## src/rtl/mux_4_1_rr_arb_if.sv

```systemverilog
// mux_4_1_rr_arb_if
// Bundles the request/grant signals between the requesters and the
// round-robin arbiter that drives a shared 4:1 mux.
//   master : requester side  -> drives En, Req0..Req3; sees Gnt*, Sel*, Busy
//   slave  : arbiter side    -> sees En, Req0..Req3; drives Gnt*, Sel*, Busy
interface mux_4_1_rr_arb_if;
    logic En;
    logic Req0, Req1, Req2, Req3;
    logic Gnt0, Gnt1, Gnt2, Gnt3;
    logic Sel1, Sel0;
    logic Busy;

    modport master (
        output En, Req0, Req1, Req2, Req3,
        input  Gnt0, Gnt1, Gnt2, Gnt3, Sel1, Sel0, Busy
    );

    modport slave (
        input  En, Req0, Req1, Req2, Req3,
        output Gnt0, Gnt1, Gnt2, Gnt3, Sel1, Sel0, Busy
    );
endinterface

```

## src/rtl/mux_4_1_rr_arb.sv

```systemverilog
// mux_4_1_rr_arb
// Round-robin arbiter sharing one 4:1 mux between four requesters. Issues a
// registered one-hot grant and the matching registered mux select. A hold
// limit (MAX_HOLD) bounds how long one owner keeps the mux while others wait.
// Ports:
//   Clk    : clock, rising edge
//   Rst_n  : asynchronous active-low reset
//   arb    : slave modport (En, Req0..3 in; Gnt0..3, Sel1/Sel0, Busy out)
module mux_4_1_rr_arb #(
    parameter int MAX_HOLD = 8
) (
    input  logic                   Clk,
    input  logic                   Rst_n,
    mux_4_1_rr_arb_if.slave        arb
);

    typedef enum logic {IDLE = 1'b0, GRANT = 1'b1} state_e;

    state_e     state_q, state_d;
    logic [3:0] gnt_q,   gnt_d;
    logic [1:0] sel_q,   sel_d;
    logic [1:0] last_q,  last_d;
    logic [7:0] hold_q,  hold_d;

    logic [3:0] req;
    logic [1:0] pick;
    logic       any_req;
    logic       others;
    logic       own_req;

    assign req     = {arb.Req3, arb.Req2, arb.Req1, arb.Req0};
    assign any_req = |req;
    // In GRANT the owner is always last_q, so "others" excludes that index.
    assign others  = |(req & ~(4'b0001 << last_q));
    assign own_req = req[last_q];

    // Search Last+1, Last+2, Last+3, Last. Walking the offsets from far to
    // near lets the nearest requesting index overwrite the result last.
    always_comb begin
        logic [1:0] idx;
        pick = last_q;
        for (int i = 4; i >= 1; i--) begin
            idx = last_q + 2'(i);
            if (req[idx]) pick = idx;
        end
    end

    always_comb begin
        state_d = state_q;
        gnt_d   = gnt_q;
        sel_d   = sel_q;
        last_d  = last_q;
        hold_d  = hold_q;

        unique case (state_q)
            IDLE: begin
                gnt_d = 4'b0000;
                if (arb.En && any_req) begin
                    state_d = GRANT;
                    gnt_d   = 4'b0001 << pick;
                    sel_d   = pick;
                    last_d  = pick;
                    hold_d  = 8'd1;
                end
            end
            GRANT: begin
                if (!arb.En) begin
                    state_d = IDLE;
                    gnt_d   = 4'b0000;
                end else if (!own_req) begin
                    if (others) begin
                        gnt_d  = 4'b0001 << pick;
                        sel_d  = pick;
                        last_d = pick;
                        hold_d = 8'd1;
                    end else begin
                        state_d = IDLE;
                        gnt_d   = 4'b0000;
                    end
                end else if (hold_q < 8'(MAX_HOLD)) begin
                    hold_d = hold_q + 8'd1;
                end else if (others) begin
                    // Owner is last_q, so pick lands on a different index.
                    gnt_d  = 4'b0001 << pick;
                    sel_d  = pick;
                    last_d = pick;
                    hold_d = 8'd1;
                end
                // Otherwise the owner keeps the mux with hold_q saturated.
            end
            default: begin
                state_d = IDLE;
                gnt_d   = 4'b0000;
            end
        endcase
    end

    always_ff @(posedge Clk or negedge Rst_n) begin
        if (!Rst_n) begin
            state_q <= IDLE;
            gnt_q   <= 4'b0000;
            sel_q   <= 2'd0;
            last_q  <= 2'd3;
            hold_q  <= 8'd0;
        end else begin
            state_q <= state_d;
            gnt_q   <= gnt_d;
            sel_q   <= sel_d;
            last_q  <= last_d;
            hold_q  <= hold_d;
        end
    end

    assign arb.Gnt0 = gnt_q[0];
    assign arb.Gnt1 = gnt_q[1];
    assign arb.Gnt2 = gnt_q[2];
    assign arb.Gnt3 = gnt_q[3];
    assign arb.Sel1 = sel_q[1];
    assign arb.Sel0 = sel_q[0];
    assign arb.Busy = |gnt_q;

endmodule
```

## src/flat_wrapper.sv

```systemverilog
// flat-port wrapper written by rule: the top's interface ports become plain ports
module mux_4_1_rr_arb_flat 
#(
    parameter int MAX_HOLD = 8
)
  (Clk, Rst_n, arb_En, arb_Req0, arb_Req1, arb_Req2, arb_Req3, arb_Gnt0, arb_Gnt1, arb_Gnt2, arb_Gnt3, arb_Sel1, arb_Sel0, arb_Busy);
  mux_4_1_rr_arb_if arb_i ();
  input  logic Clk;
  input  logic Rst_n;
  input wire logic [$bits(arb_i.En)-1:0] arb_En;
  input wire logic [$bits(arb_i.Req0)-1:0] arb_Req0;
  input wire logic [$bits(arb_i.Req1)-1:0] arb_Req1;
  input wire logic [$bits(arb_i.Req2)-1:0] arb_Req2;
  input wire logic [$bits(arb_i.Req3)-1:0] arb_Req3;
  output wire logic [$bits(arb_i.Gnt0)-1:0] arb_Gnt0;
  output wire logic [$bits(arb_i.Gnt1)-1:0] arb_Gnt1;
  output wire logic [$bits(arb_i.Gnt2)-1:0] arb_Gnt2;
  output wire logic [$bits(arb_i.Gnt3)-1:0] arb_Gnt3;
  output wire logic [$bits(arb_i.Sel1)-1:0] arb_Sel1;
  output wire logic [$bits(arb_i.Sel0)-1:0] arb_Sel0;
  output wire logic [$bits(arb_i.Busy)-1:0] arb_Busy;
  assign arb_i.En = arb_En;
  assign arb_i.Req0 = arb_Req0;
  assign arb_i.Req1 = arb_Req1;
  assign arb_i.Req2 = arb_Req2;
  assign arb_i.Req3 = arb_Req3;
  assign arb_Gnt0 = arb_i.Gnt0;
  assign arb_Gnt1 = arb_i.Gnt1;
  assign arb_Gnt2 = arb_i.Gnt2;
  assign arb_Gnt3 = arb_i.Gnt3;
  assign arb_Sel1 = arb_i.Sel1;
  assign arb_Sel0 = arb_i.Sel0;
  assign arb_Busy = arb_i.Busy;
  mux_4_1_rr_arb #(.MAX_HOLD(MAX_HOLD)) u_core (.Clk(Clk), .Rst_n(Rst_n), .arb(arb_i));
endmodule
```

## config.mk

```make
export PLATFORM = sky130hd
export DESIGN_NAME = mux_4_1_rr_arb_flat
export DESIGN_NICKNAME = d
export VERILOG_FILES = /design/src/rtl/mux_4_1_rr_arb_if.sv /design/src/rtl/mux_4_1_rr_arb.sv /design/src/flat_wrapper.sv
export SDC_FILE = /design/constraint.sdc
export NUM_CORES = 1
export LEC_CHECK = 0
export ABC_AREA = 0
export CORE_MARGIN = 2
export CORE_UTILIZATION = 55
export CTS_BUF_LIST = sky130_fd_sc_hd__clkbuf_4 sky130_fd_sc_hd__clkbuf_8
export DETAILED_ROUTE_END_ITERATION = 6
export PLACE_DENSITY = 0.86
export SLEW_MARGIN = 20
export SYNTH_ARGS = -nofsm -noshare
export SYNTH_HDL_FRONTEND = slang
export SYNTH_SLANG_ARGS = --single-unit
```

## constraint.sdc

```tcl
create_clock -name Clk -period 2.5 [get_ports Clk]
set_input_delay 0.5 -clock Clk [delete_from_list [all_inputs] [get_ports Clk]]
set_output_delay 0.5 -clock Clk [all_outputs]
set_load 0.01 [all_outputs]
```

After elaboration in Yosys (flattened, before gate mapping)
Cells that the tools add are included.
{"block": "totals", "out_inout_bits": 7, "register_bits": 17, "word_cells": 71, "in_bits": 7}
{"block": "op_classes", "shift": 2, "n_eq_ne": 5, "n_mux": 40, "n_reduce_logical": 7, "n_bitwise": 3, "add_sub_neg": 4, "magnitude_cmp": 5}
{"op": "$mux W8", "n": 5}
{"op": "$mux W2", "n": 12}
{"op": "$mux W4", "n": 6}
{"op": "$pmux W8 S2", "n": 1}
{"op": "$lt A2 B3 Y1 const B", "n": 4}
{"op": "$reduce_or A4 Y1", "n": 3}
{"op": "$add A8 B1 Y8 const B", "n": 1}
{"op": "$bmux W1 S2", "n": 4}
{"op": "$lt A8 B4 Y1 const B", "n": 1}
{"op": "$mux W1", "n": 8}
{"op": "$ne A4 B4 Y1 const B", "n": 2}
{"op": "$pmux W2 S2", "n": 2}
{"op": "$pmux W4 S2", "n": 1}
{"op": "$shl A1 B2 Y4 const A", "n": 2}
{"op": "$add A2 B2 Y2 const B", "n": 2}
{"op": "$and A4 B4 Y4", "n": 1}
{"op": "$not A4 Y4", "n": 1}
{"op": "$reduce_and A2 Y1", "n": 2}
{"op": "$ne A3 B3 Y1 const B", "n": 1}
{"op": "$reduce_and A3 Y1", "n": 1}
{"op": "$add A2 B1 Y2 const B", "n": 1}
{"op": "$ne A2 B1 Y1 const B", "n": 1}
{"op": "$ne A2 B2 Y1 const B", "n": 1}
{"op": "$pmux W1 S2", "n": 1}
{"op": "other kinds (2)", "n": 2}

Longest topological paths before layout
Gate-level depths: netlist of the first run.
{"block": "depth", "word_depth": 12, "ltp_mapped": 9, "depth_no_buf": 7}

Worst setup path before layout of the first run
OpenSTA, ideal clock, no wires.
{"block": "synth_timing", "kind": "reg-to-reg", "start": "reg u_core.last_q[0]", "end": "reg u_core.sel_q[0]", "path_buffers": 2, "setup_time_ns": 0.125, "t_required_ns": 2.375, "arrival_time_ns": 1.841, "synth_period_minus_slack_ns": 1.966, "path_stages_with_launch": 7, "slack_ns": 0.534, "path_cell_list": "dfstp_2 -> buf_6 -> mux4_2 -> nand4b_2 -> o211ai_4 -> buf_6 -> mux2_4"}
{"block": "synth_via", "elab_chain_cells": 11, "elab_cells_between_ends": 26, "cone_classes": "add/sub: 3; eq/ne: 1; shift: 1; mux: 17; bitwise: 2; reduce/logical: 2"}
{"item": "start: declaration", "line": "mux_4_1_rr_arb.sv:22", "text": "logic [1:0] last_q, last_d;"}
{"item": "start signal: assignment", "line": "mux_4_1_rr_arb.sv:109", "text": "last_q <= last_d;"}
{"item": "$add A2 B2 Y2", "line": "mux_4_1_rr_arb.sv:43", "text": "idx = last_q + 2'(i);"}
{"item": "$bmux W1 S2", "line": "mux_4_1_rr_arb.sv:44", "text": "if (req[idx]) pick = idx;"}
{"item": "$mux W1 (not written as such)", "line": "mux_4_1_rr_arb.sv:44"}
{"item": "$mux W2 (3 in series)", "line": "mux_4_1_rr_arb.sv:44"}
{"item": "$mux W2", "line": "mux_4_1_rr_arb.sv:71, mux_4_1_rr_arb.sv:82"}
{"item": "$mux W2", "line": "mux_4_1_rr_arb.sv:80", "text": "end else if (hold_q < 8'(MAX_HOLD)) begin"}
{"item": "$mux W2", "line": "mux_4_1_rr_arb.sv:70", "text": "end else if (!own_req) begin"}
{"item": "$mux W2", "line": "mux_4_1_rr_arb.sv:67", "text": "if (!arb.En) begin"}
{"item": "$pmux W2 S2", "line": "mux_4_1_rr_arb.sv:55", "text": "unique case (state_q)"}
{"item": "end signal: assignment", "line": "mux_4_1_rr_arb.sv:108", "text": "sel_q <= sel_d;"}
{"item": "end: declaration", "line": "mux_4_1_rr_arb.sv:21", "text": "logic [1:0] sel_q, sel_d;"}
Parallel ways exist; a longest one is shown, timed or not. The select of a mux whose other input is x is not followed.
A chain may end at the register's enable or synchronous reset.

Worst setup path after layout of the first run
{"block": "layout_timing", "start": "reg u_core.gnt_q[1]", "end": "out arb_Busy"}
{"block": "layout_via", "elab_chain_cells": 1}
{"item": "start: declaration", "line": "mux_4_1_rr_arb.sv:20", "text": "logic [3:0] gnt_q, gnt_d;"}
{"item": "start signal: assignment", "line": "mux_4_1_rr_arb.sv:107", "text": "gnt_q <= gnt_d;"}
{"item": "$reduce_or A4 Y1", "line": "mux_4_1_rr_arb.sv:120", "text": "assign arb.Busy = |gnt_q;"}
{"item": "end: declaration", "line": "flat_wrapper.sv:21", "text": "output wire logic [$bits(arb_i.Busy)-1:0] arb_Busy;"}
No other way between the ends.

==> out/qor.csv, run 1 <==
metric,value,unit
Tot GR Track Use,0.2227,
outcome,"finished, final reports clean",
Worst Hold Depth,1,
final hold violation count,0,
CTS H-tree depth,1,
# DRC,0,
DP Wirelength,1523,µm
ANT nets after route,0,
Max Root-Sink Buffers,2,
Worst setup EP type,output port,
relative slew slack,0.5193,
CTS root buf,clkbuf_4,
synthesized instance count,106,
Final Total Pwr,1.275,mW
routability cong.,0.7469,
die area,0.002304,mm²
CTS-repair resized insts,0,
CTS tree,done,
Port-buffer cells,13,
syn nets,118,
Synth cell types,38,
initial drt markers,9,
"top cells by count, synth","dfrtp_1 (15), nand2_1 (11), a21oi_1 (7)",
cell taking the most area after synthesis,dfrtp_1,
CTS hold repair buffers,0,
initial antenna violation count,0,
DIE WIDTH,48,µm
CTS Buf Count,3,
Tcrit/Tclk final,0.8820,
area share of the largest cell type after synthesis,0.3525,
"Seq/Total Area, Yosys",0.4019,
fraction of layout cells with a size suffix above 1,0.1333,
total number of vias,846,
Syn Area/Cell,10.05,µm²
# IOs,14,
Tmin final,2.205,ns
R2R Path Start,u_core.last_q[0]$_DFFE_PN1P_,
max cap viols,0,
Max Clock Skew,0.008405,ns
drt via density,5.834,
VDD IR-drop max,0.7635,mV
"Clk Latency, worst-skew pair",0.30,ns
RSZ-0062 raised after global routing,no,
CP arrival,1.70,ns
crit-path max cell delay,0.52,ns
crit path max fanout,3,
most common cell in the netlist,dfrtp_1,
CTS sink count,17,
Crit-path slowest cell,or4_1,
Area growth syn-to-layout,15.63,%
first-pass GRT wire length,3422,µm
Synth Warn #,0,
Top Family by Delay on Critical Path,simple AND/OR/NAND/NOR gates,
drt wl/cell,14.06,µm
R2R cell count,7,
"FF+latch count, synth",17,
core area,0.001783,mm²
Rows,15,
Leak Pwr,0.5360,nW
startpoint of the worst hold path,u_core.hold_q[5]$_DFFE_PN0P_,
PD cells,1036,mW/mm²
grt ovf,0,
WP depth,2,
fin. max-slew vios,0,
top post-synthesis cells by area,"dfrtp_1 (35%), ha_1 (5.9%), dfstp_2 (4.9%)",
nets@finish,133,
Routed WL,2038,µm
critical setup path kind,reg -> out,
Setup crit start,u_core.gnt_q[1]$_DFFE_PN0P_,
Worst Path Buf+Inv,1,
Hold Path Class,reg -> reg,
Fin Setup TNS,0,ns
Fmax,453.5,MHz
"EDFF count, synth",0,
largest net degree at the start of global routing,18,
Worst setup SP type,flop,
buffer count from post-CTS setup fixing,0,
Synth async-reset ratio,1.000,
Least-Margin Pin Slew,0.7189,ns
"Primary FF master, synth",dfrtp_1,
mapped cell area,0.001065,mm²
Starting Density,0.5972,
vias in the first global route,832,
diode count,0,
Die Height,48,µm
CP required,2.00,ns
crit-path cells,or4_1 -> clkdlybuf4s50_1,
Setup Viol. Count Final,0,
clock-pin transition on the worst setup and hold timing paths,0.10,ns
Detailed Routing Iterations Pass 1,4,
-- final timing paths --
check                                                to  slack, ns
min in group asynchronous  u_core.hold_q[3]$_DFFE_PN0P_       0.62
max reg2reg                 u_core.gnt_q[1]$_DFFE_PN0P_       0.33
min                        u_core.hold_q[5]$_DFFE_PN0P_       0.50
min reg2reg                u_core.hold_q[5]$_DFFE_PN0P_       0.50
max                                            arb_Busy       0.30
max in group asynchronous  u_core.hold_q[0]$_DFFE_PN0P_       1.42
-- per-layer routing --
metal  part of all wire  GRT usage
met3              0.027    0.06415
met2               0.49     0.3413
met4              0.025     0.1459
met1               0.46     0.2723
met5                  0          0
-- cell type report --
cell class,instances,area [µm²]
clock buffer,3,22.52
clock inverter,1,5.005
fill,136,551.8
inverter,6,22.52
multi-input combinational,78,576.8
sequential,17,427.9
tap,25,31.28
timing repair buffer,15,145.1
-- through the flow --
step / worst slack (ns) / instance area, µm² / instances / utilization / hold slack, ns
finish: 0.2950 / 1231 / 145 / 0.6905 / 0.5023
global route: 0.1658 / 1231 / 145 / 0.6905 / 0.5328
CTS: 0.2834 / 1231 / 145 / 0.6905 / 0.5079
detailed placement: 0.1238 / 1204 / 141 / 0.6751 / 0.4785
global placement: 0.1592 / 1204 / 141 / 0.6751 / 0.4778
floorplan: 0.5340 / 1065 / 106 / - / 0.2044
-- sequential cells by signal, indices dropped and copies added, names as in the netlist --
name / flops
u_core.gnt_q: 4
u_core.last_q: 2
u_core.hold_q: 8
u_core.state_q: 1
u_core.sel_q: 2
-- power breakdown --
part / switching, mW / internal [mW]
Combinational: 0.313 / 0.342
Sequential: 0.105 / 0.367
Clock: 0.0887 / 0.0597
Total: 0.506 / 0.769
-- worst register-to-register path, cell delays in order (launching register included) --
cell	delay, ns
dfstp_2	0.68
inv_1	0.12
ha_1	0.35
inv_1	0.08
o21ai_0	0.07
a32oi_1	0.37
nor2b_1	0.27
a22o_1	0.16
-- logic make-up (layout without fill, tap and decap cells) --
group | Yosys count | count (layout) | share of synthesized area
buffers and inverters | 11 | 25 | 0.05640
adders and majority gates | 5 | 5 | 0.05875
and+or+nand+nor | 40 | 40 | 0.2080
AOI/OAI and AO/OA | 26 | 26 | 0.1868
DFF | 17 | 17 | 0.4019
muxes | 7 | 7 | 0.08813
-- cells in the final DEF (no fill, tap or decap), drive strengths merged, types with 2 or more instances in the layout --
cell           Yosys  layout
a21oi              7       7
a22o               2       2
and2               3       3
buf                5       2
clkbuf             0       3
clkdlybuf4s50      0      13
dfrtp             15      15
dfstp              2       2
ha                 5       5
inv                6       6
mux2               3       3
mux2i              3       3
nand2             11      11
nand2b             6       6
nor2               6       6
nor2b              3       3
nor3               2       2
nor3b              2       2
o211ai             3       3
o21ai              4       4
o22ai              2       2
o31ai              2       2
Note: power is estimated with default switching activity, not from simulation.
==> inputs of run 2 (changes only) <==
Settings changed: CORE_UTILIZATION 55 to 30, PLACE_DENSITY 0.86 to 0.55.
==> run 2 against run 1 <==
  * Worst hold slack got worse by 0.00099 ns
  * Combinational power is 1% higher
  * Via count is 5.9% lower
  * Critical path depth stayed put
  * Clock power rose by 6%
  * Final area rose by 2.3%
  * Critical path type unchanged
  * Largest power group unchanged
==> out/qor.csv, run 2 (synthesis results as in run 1) <==
metric,value,unit,change
fraction of layout cells with a size suffix above 1,0.1333,,unchanged
Tcrit/Tclk final,0.8796,,was 0.8820
Setup crit start,u_core.gnt_q[1]$_DFFE_PN0P_,,unchanged
crit path max fanout,3,,unchanged
critical setup path kind,reg -> out,,unchanged
DIE WIDTH,63.58,µm,was 48 µm
Crit-path slowest cell,or4_1,,unchanged
Hold Path Class,reg -> reg,,unchanged
core area,0.003363,mm²,was 0.001783 mm²
PD cells,1014,mW/mm²,was 1036 mW/mm²
placed inst area,0.001230,mm²,was 0.001204 mm²
diode count,0,,unchanged
vias in the first global route,842,,was 832
Tot GR Track Use,0.1187,,was 0.2227
Area growth syn-to-layout,18.33,%,was 15.63%
grt ovf,0,,unchanged
Port-buffer cells,13,,unchanged
DP Wirelength,1563,µm,was 1523 µm
initial drt markers,23,,was 9
CTS tree,done,,unchanged
Rows,21,,was 15
clock-pin transition on the worst setup and hold timing paths,0.10,ns,about the same
fin. max-slew vios,0,,unchanged
Worst setup SP type,flop,,unchanged
Fmax,454.8,MHz,was 453.5 MHz
"Clk Latency, worst-skew pair",0.28,ns,was 0.30 ns
total number of vias,796,,was 846
# DRC,0,,unchanged
startpoint of the worst hold path,u_core.hold_q[5]$_DFFE_PN0P_,,unchanged
Setup Viol. Count Final,0,,unchanged
die area,0.004042,mm²,was 0.002304 mm²
CP required,2.00,ns,about the same
top flop regs,"u_core.hold_q (8), u_core.gnt_q (4)",,unchanged
Worst setup EP type,output port,,unchanged
CTS hold repair buffers,0,,unchanged
nets@finish,133,,unchanged
drt wl/cell,12.47,µm,was 14.06 µm
relative slew slack,0.4979,,was 0.5193
design area,0.001260,mm²,was 0.001231 mm²
Starting Density,0.3166,,was 0.5972
number of flip-flops in the largest register,8,,unchanged
most frequent cells in the layout,"dfrtp_1 (15), clkdlybuf4s50_1 (13), nand2_1 (11)",,unchanged
Least-Margin Pin Slew,0.7508,ns,was 0.7189 ns
VDD IR-drop max,0.2659,mV,was 0.7635 mV
max cap viols,0,,unchanged
Tmin final,2.199,ns,was 2.205 ns
largest net degree at the start of global routing,18,,unchanged
Max Root-Sink Buffers,2,,unchanged
final hold violation count,0,,unchanged
# IOs,14,,unchanged
routability cong.,0.8182,,was 0.7469
CTS-repair resized insts,0,,unchanged
crit-path max cell delay,0.51,ns,was 0.52 ns
CTS H-tree depth,1,,unchanged
Fin Setup TNS,0,ns,unchanged
Detailed Routing Iterations Pass 1,4,,unchanged
crit-path cells,or4_1 -> clkdlybuf4s50_1,,unchanged
Max Clock Skew,0.004595,ns,was 0.008405 ns
"Most flops, register",u_core.hold_q,,unchanged
outcome,"finished, final reports clean",,unchanged
first-pass GRT wire length,3822,µm,was 3422 µm
CP arrival,1.70,ns,about the same
ANT nets after route,0,,unchanged
CTS sink count,17,,unchanged
CTS root buf,clkbuf_4,,unchanged
RSZ-0062 raised after global routing,no,,unchanged
buffer count from post-CTS setup fixing,0,,unchanged
Routed WL,2070,µm,was 2038 µm
drt via density,4.795,,was 5.834
CTS Buf Count,3,,unchanged
initial antenna violation count,0,,unchanged
Die Height,63.58,µm,was 48 µm
Leak Pwr,0.5371,nW,was 0.5360 nW
"leading cell type in the layout, fill and taps excluded",dfrtp_1,,unchanged
R2R Path Start,u_core.last_q[1]$_DFFE_PN1P_,,was u_core.last_q[0]$_DFFE_PN1P_
run 2: cell count changes in the layout (fill, tap and decap cells not counted), sizes merged:
cell,before,now
clkbuf,3,4
clkinv,1,0
run 2: cell type report:
class / instances / area (µm²)
Tap cell: 46 / 57.56
Clock buffer: 4 / 30.03
Fill cell: 363 / 2103
Multi-Input combinational cell: 78 / 576.8
Inverter: 6 / 22.52
Sequential cell: 17 / 427.9
Timing Repair Buffer: 15 / 145.1
run 2: metal layers:
metal / track usage / routed length (µm)
met5: 0 / 0
met4: 0.03261 / 10
met3: 0.02857 / 47
met2: 0.1868 / 990
met1: 0.1622 / 1022
run 2: worst max-delay path, delay by kind of cell (launching register included):
kind / cells / cell delay, ns
DFF: 1 / 0.41
and+or+nand+nor: 1 / 0.51
buffers and inverters: 1 / 0.49
run 2: power breakdown:
part           internal (mW)  switching (mW)
clock                 0.0728          0.0845
sequential             0.366          0.0918
combinational          0.345           0.318
run 2: worst paths after layout:
path	endpoint	slack, ns	depth (start not counted)
setup / recovery	arb_Busy	0.30	2
hold / removal	u_core.hold_q[5]$_DFFE_PN0P_	0.50	1
setup reg to reg	u_core.gnt_q[1]$_DFFE_PN0P_	0.39	7
hold reg to reg	u_core.hold_q[5]$_DFFE_PN0P_	0.50	1
max in group asynchronous	u_core.hold_q[6]$_DFFE_PN0P_	1.38	1
min in group asynchronous	u_core.hold_q[4]$_DFFE_PN0P_	0.65	1
run 2: stage by stage:
step                      hold slack, ns    util  worst slack [ns]  total power, mW  std cells
final                             0.5013  0.3746            0.3011            1.278        166
after global routing              0.5410  0.3746            0.1573            1.400        166
after CTS                         0.5003  0.3746            0.2833            1.299        166
after detailed placement          0.4740  0.3657            0.1173            1.134        162
after global placement            0.4831  0.3657            0.1191            1.131        162
after floorplan                   0.2044       -            0.5340           0.9133        106
==> patch (flow settings as in run 1) <==
Take the reset off `hold_q` and load it in a clocked block of its own.
--- a/src/rtl/mux_4_1_rr_arb.sv
+++ b/src/rtl/mux_4_1_rr_arb.sv
@@ -101,14 +101,16 @@
             gnt_q   <= 4'b0000;
             sel_q   <= 2'd0;
             last_q  <= 2'd3;
-            hold_q  <= 8'd0;
         end else begin
             state_q <= state_d;
             gnt_q   <= gnt_d;
             sel_q   <= sel_d;
             last_q  <= last_d;
-            hold_q  <= hold_d;
         end
+    end
+
+    always_ff @(posedge Clk) begin
+        hold_q <= hold_d;
     end
 
     assign arb.Gnt0 = gnt_q[0];
Formal check against the unedited RTL: same outputs for any inputs over 10 cycles, from zero or initial values and one cycle with Rst_n low; that may be too few to reach the edited logic, so the function may still have changed.
==> patch against run 1 <==
- worst setup slack lost 26 ps
- worst hold slack lost 2.0 ps
- total power grew 0.18%
- design area grew 2.4%
- cell count shrank 1.4%
- area after synthesis shrank 1.5%
- wire length grew 3.4%
- sequential cell count is the same
- synthesized cell count shrank 6.6%
==> patch: results (changes against run 1) <==
\begin{tabular}{lr}
\hline
Metric & Value \\
\hline
\multicolumn{2}{l}{\textbf{Placement}} \\
\quad Dpl ws & 79.3 ps (was 124 ps) \\
\quad Global placer's final weighted congestion & 0.870 (was 0.747) \\
\quad HPWL reported at the end of detailed placement & 1.59 mm (was 1.52 mm) \\
\multicolumn{2}{l}{\textbf{Global route}} \\
\quad Vias in the first global route & 820 (was 832) \\
\quad Maximum number of pins on one net before global-route repair & 15 (was 18) \\
\quad Total Routing Usage GR & 23.3\% (was 22.3\%) \\
\multicolumn{2}{l}{\textbf{Synthesis}} \\
\quad Netlist cell types & 46 (was 38) \\
\quad FFs w/ async S/R, synth & 52.9\% (was 100\%) \\
\quad Top flip-flop cell by instance count after synthesis & sky130\_fd\_sc\_hd\_\_edfxtp\_1 (was sky130\_fd\_sc\_hd\_\_dfrtp\_1) \\
\quad Most used standard cells in the synthesized netlist & sky130\_fd\_sc\_hd\_\_nand2\_1, sky130\_fd\_sc\_hd\_\_edfxtp\_1, sky130\_fd\_sc\_hd\_\_inv\_1 (was sky130\_fd\_sc\_hd\_\_dfrtp\_1, sky130\_fd\_sc\_hd\_\_nand2\_1, sky130\_fd\_sc\_hd\_\_a21oi\_1) \\
\quad Number of enable-type register cells in the synthesized netlist & 8 (was 0) \\
\quad Gate count of the mapped netlist & 99 (was 106) \\
\quad Sequential area share after synthesis & 44.6\% (was 40.2\%) \\
\quad Top cells by area, synth & sky130\_fd\_sc\_hd\_\_edfxtp\_1, sky130\_fd\_sc\_hd\_\_dfrtp\_1, sky130\_fd\_sc\_hd\_\_ha\_1 (was sky130\_fd\_sc\_hd\_\_dfrtp\_1, sky130\_fd\_sc\_hd\_\_ha\_1, sky130\_fd\_sc\_hd\_\_dfstp\_2) \\
\quad Syn nets & 111 (was 118) \\
\multicolumn{2}{l}{\textbf{Power}} \\
\quad Leakage power & 0.000535 µW (was 0.000536 µW) \\
\quad Internal power summed over all cells & 805 µW (was 769 µW) \\
\quad Maximum ir drop on the vdd rail & 0.000669 V (was 0.000764 V) \\
\multicolumn{2}{l}{\textbf{Outcome}} \\
\quad Status & finished, final reports clean (unchanged) \\
\multicolumn{2}{l}{\textbf{STA}} \\
\quad Final clock skew & 3.67 ps (was 8.41 ps) \\
\quad Worst rel slew slack & 63.0\% (was 51.9\%) \\
\multicolumn{2}{l}{\textbf{Worst setup path}} \\
\quad Critical path data arrival time & 2420 ps (was 1700 ps) \\
\quad Highest net fanout along the worst path & 14 (was 3) \\
\quad Critical path launch point & u\_core.last\_q[0] (was u\_core.gnt\_q[1]) \\
\multicolumn{2}{l}{\textbf{Routing}} \\
\quad Final routed wire length divided by cell count & 14.7 µm (was 14.1 µm) \\
\quad Number of violations reported at the end of detailed-routing iteration 0 & 13 (was 9) \\
\quad Final Routed Wirelength & 2.11 mm (was 2.04 mm) \\
\multicolumn{2}{l}{\textbf{Finish}} \\
\quad Fraction of final layout cells with drive strength greater than 1 & 17.8\% (was 13.3\%) \\
\hline
\end{tabular}
patch: cells by family (layout without fill, tap and decap cells):
| family | after synthesis | count (layout) | share of synthesized area, % |
|---|---|---|---|
| adder cells (fa/ha/maj) | 5 | 5 | 5.97 |
| multiplexers | 2 | 2 | 3.10 |
| buffers and inverters | 12 | 31 | 5.13 |
| AO/OA/AOI/OAI | 29 | 29 | 22.8 |
| flip-flops | 17 | 17 | 44.6 |
| AND/OR/NAND/NOR | 34 | 34 | 18.4 |
patch: path summary, 6_finish.rpt:
path | to | slack, ps | depth (start not counted)
max in group asynchronous | u_core.last_q[0] | 1660 | 1
max | u_core.gnt_q[3] | 270 | 6
min reg2reg | u_core.sel_q[0] | 500 | 1
min in group Clk | u_core.sel_q[0] | 500 | 1
max reg2reg | u_core.gnt_q[3] | 270 | 6
min | u_core.sel_q[0] | 500 | 1
patch: power by group through the flow:
stage               clock, µW  combinational [µW]  sequential [µW]
finish                    158                 639              480
global route              174                 717              494
CTS                       162                 645              480
detailed placement          0                 639              482
global placement            0                 630              482
floorplan                   0                 408              451
patch: layout make-up:
cell class | instances | area [µm²] | area share [%]
Multi-Input combinational cell | 70 | 527 | 41.8
Clock buffer | 4 | 30.0 | 2.38
Sequential cell | 17 | 468 | 37.1
Tap cell | 25 | 31.3 | 2.48
Inverter | 8 | 30.0 | 2.38
Timing Repair Buffer | 19 | 175 | 13.9
patch: metrics by stage:
step           area, µm²  hold slack (ps)
2_1_floorplan       1050              204
3_3_place_gp        1230              481
3_5_place_dp        1230              483
4_1_cts             1260              511
5_1_grt             1260              535
6_report            1260              500
patch: worst max-delay path, cell delays in order, from the launching register on:
cell                        delay (ps)
sky130_fd_sc_hd__dfstp_2           680
sky130_fd_sc_hd__inv_1             100
sky130_fd_sc_hd__ha_1              370
sky130_fd_sc_hd__a2111oi_0         460
sky130_fd_sc_hd__a2111oi_2          90
sky130_fd_sc_hd__and3_4            230
sky130_fd_sc_hd__a22o_1            200
patch: layer usage:
layer / share of wire, % / global-route usage (%) / wire length, µm / up-vias
met3: 4.7 / 5.66 / 100 / 4
li1: - / - / - / 405
met5: 0 / 0 / 0 / -
met4: 1.3 / 9.73 / 27 / 0
met1: 47 / 30.5 / 980 / 398
met2: 47 / 37.0 / 998 / 21
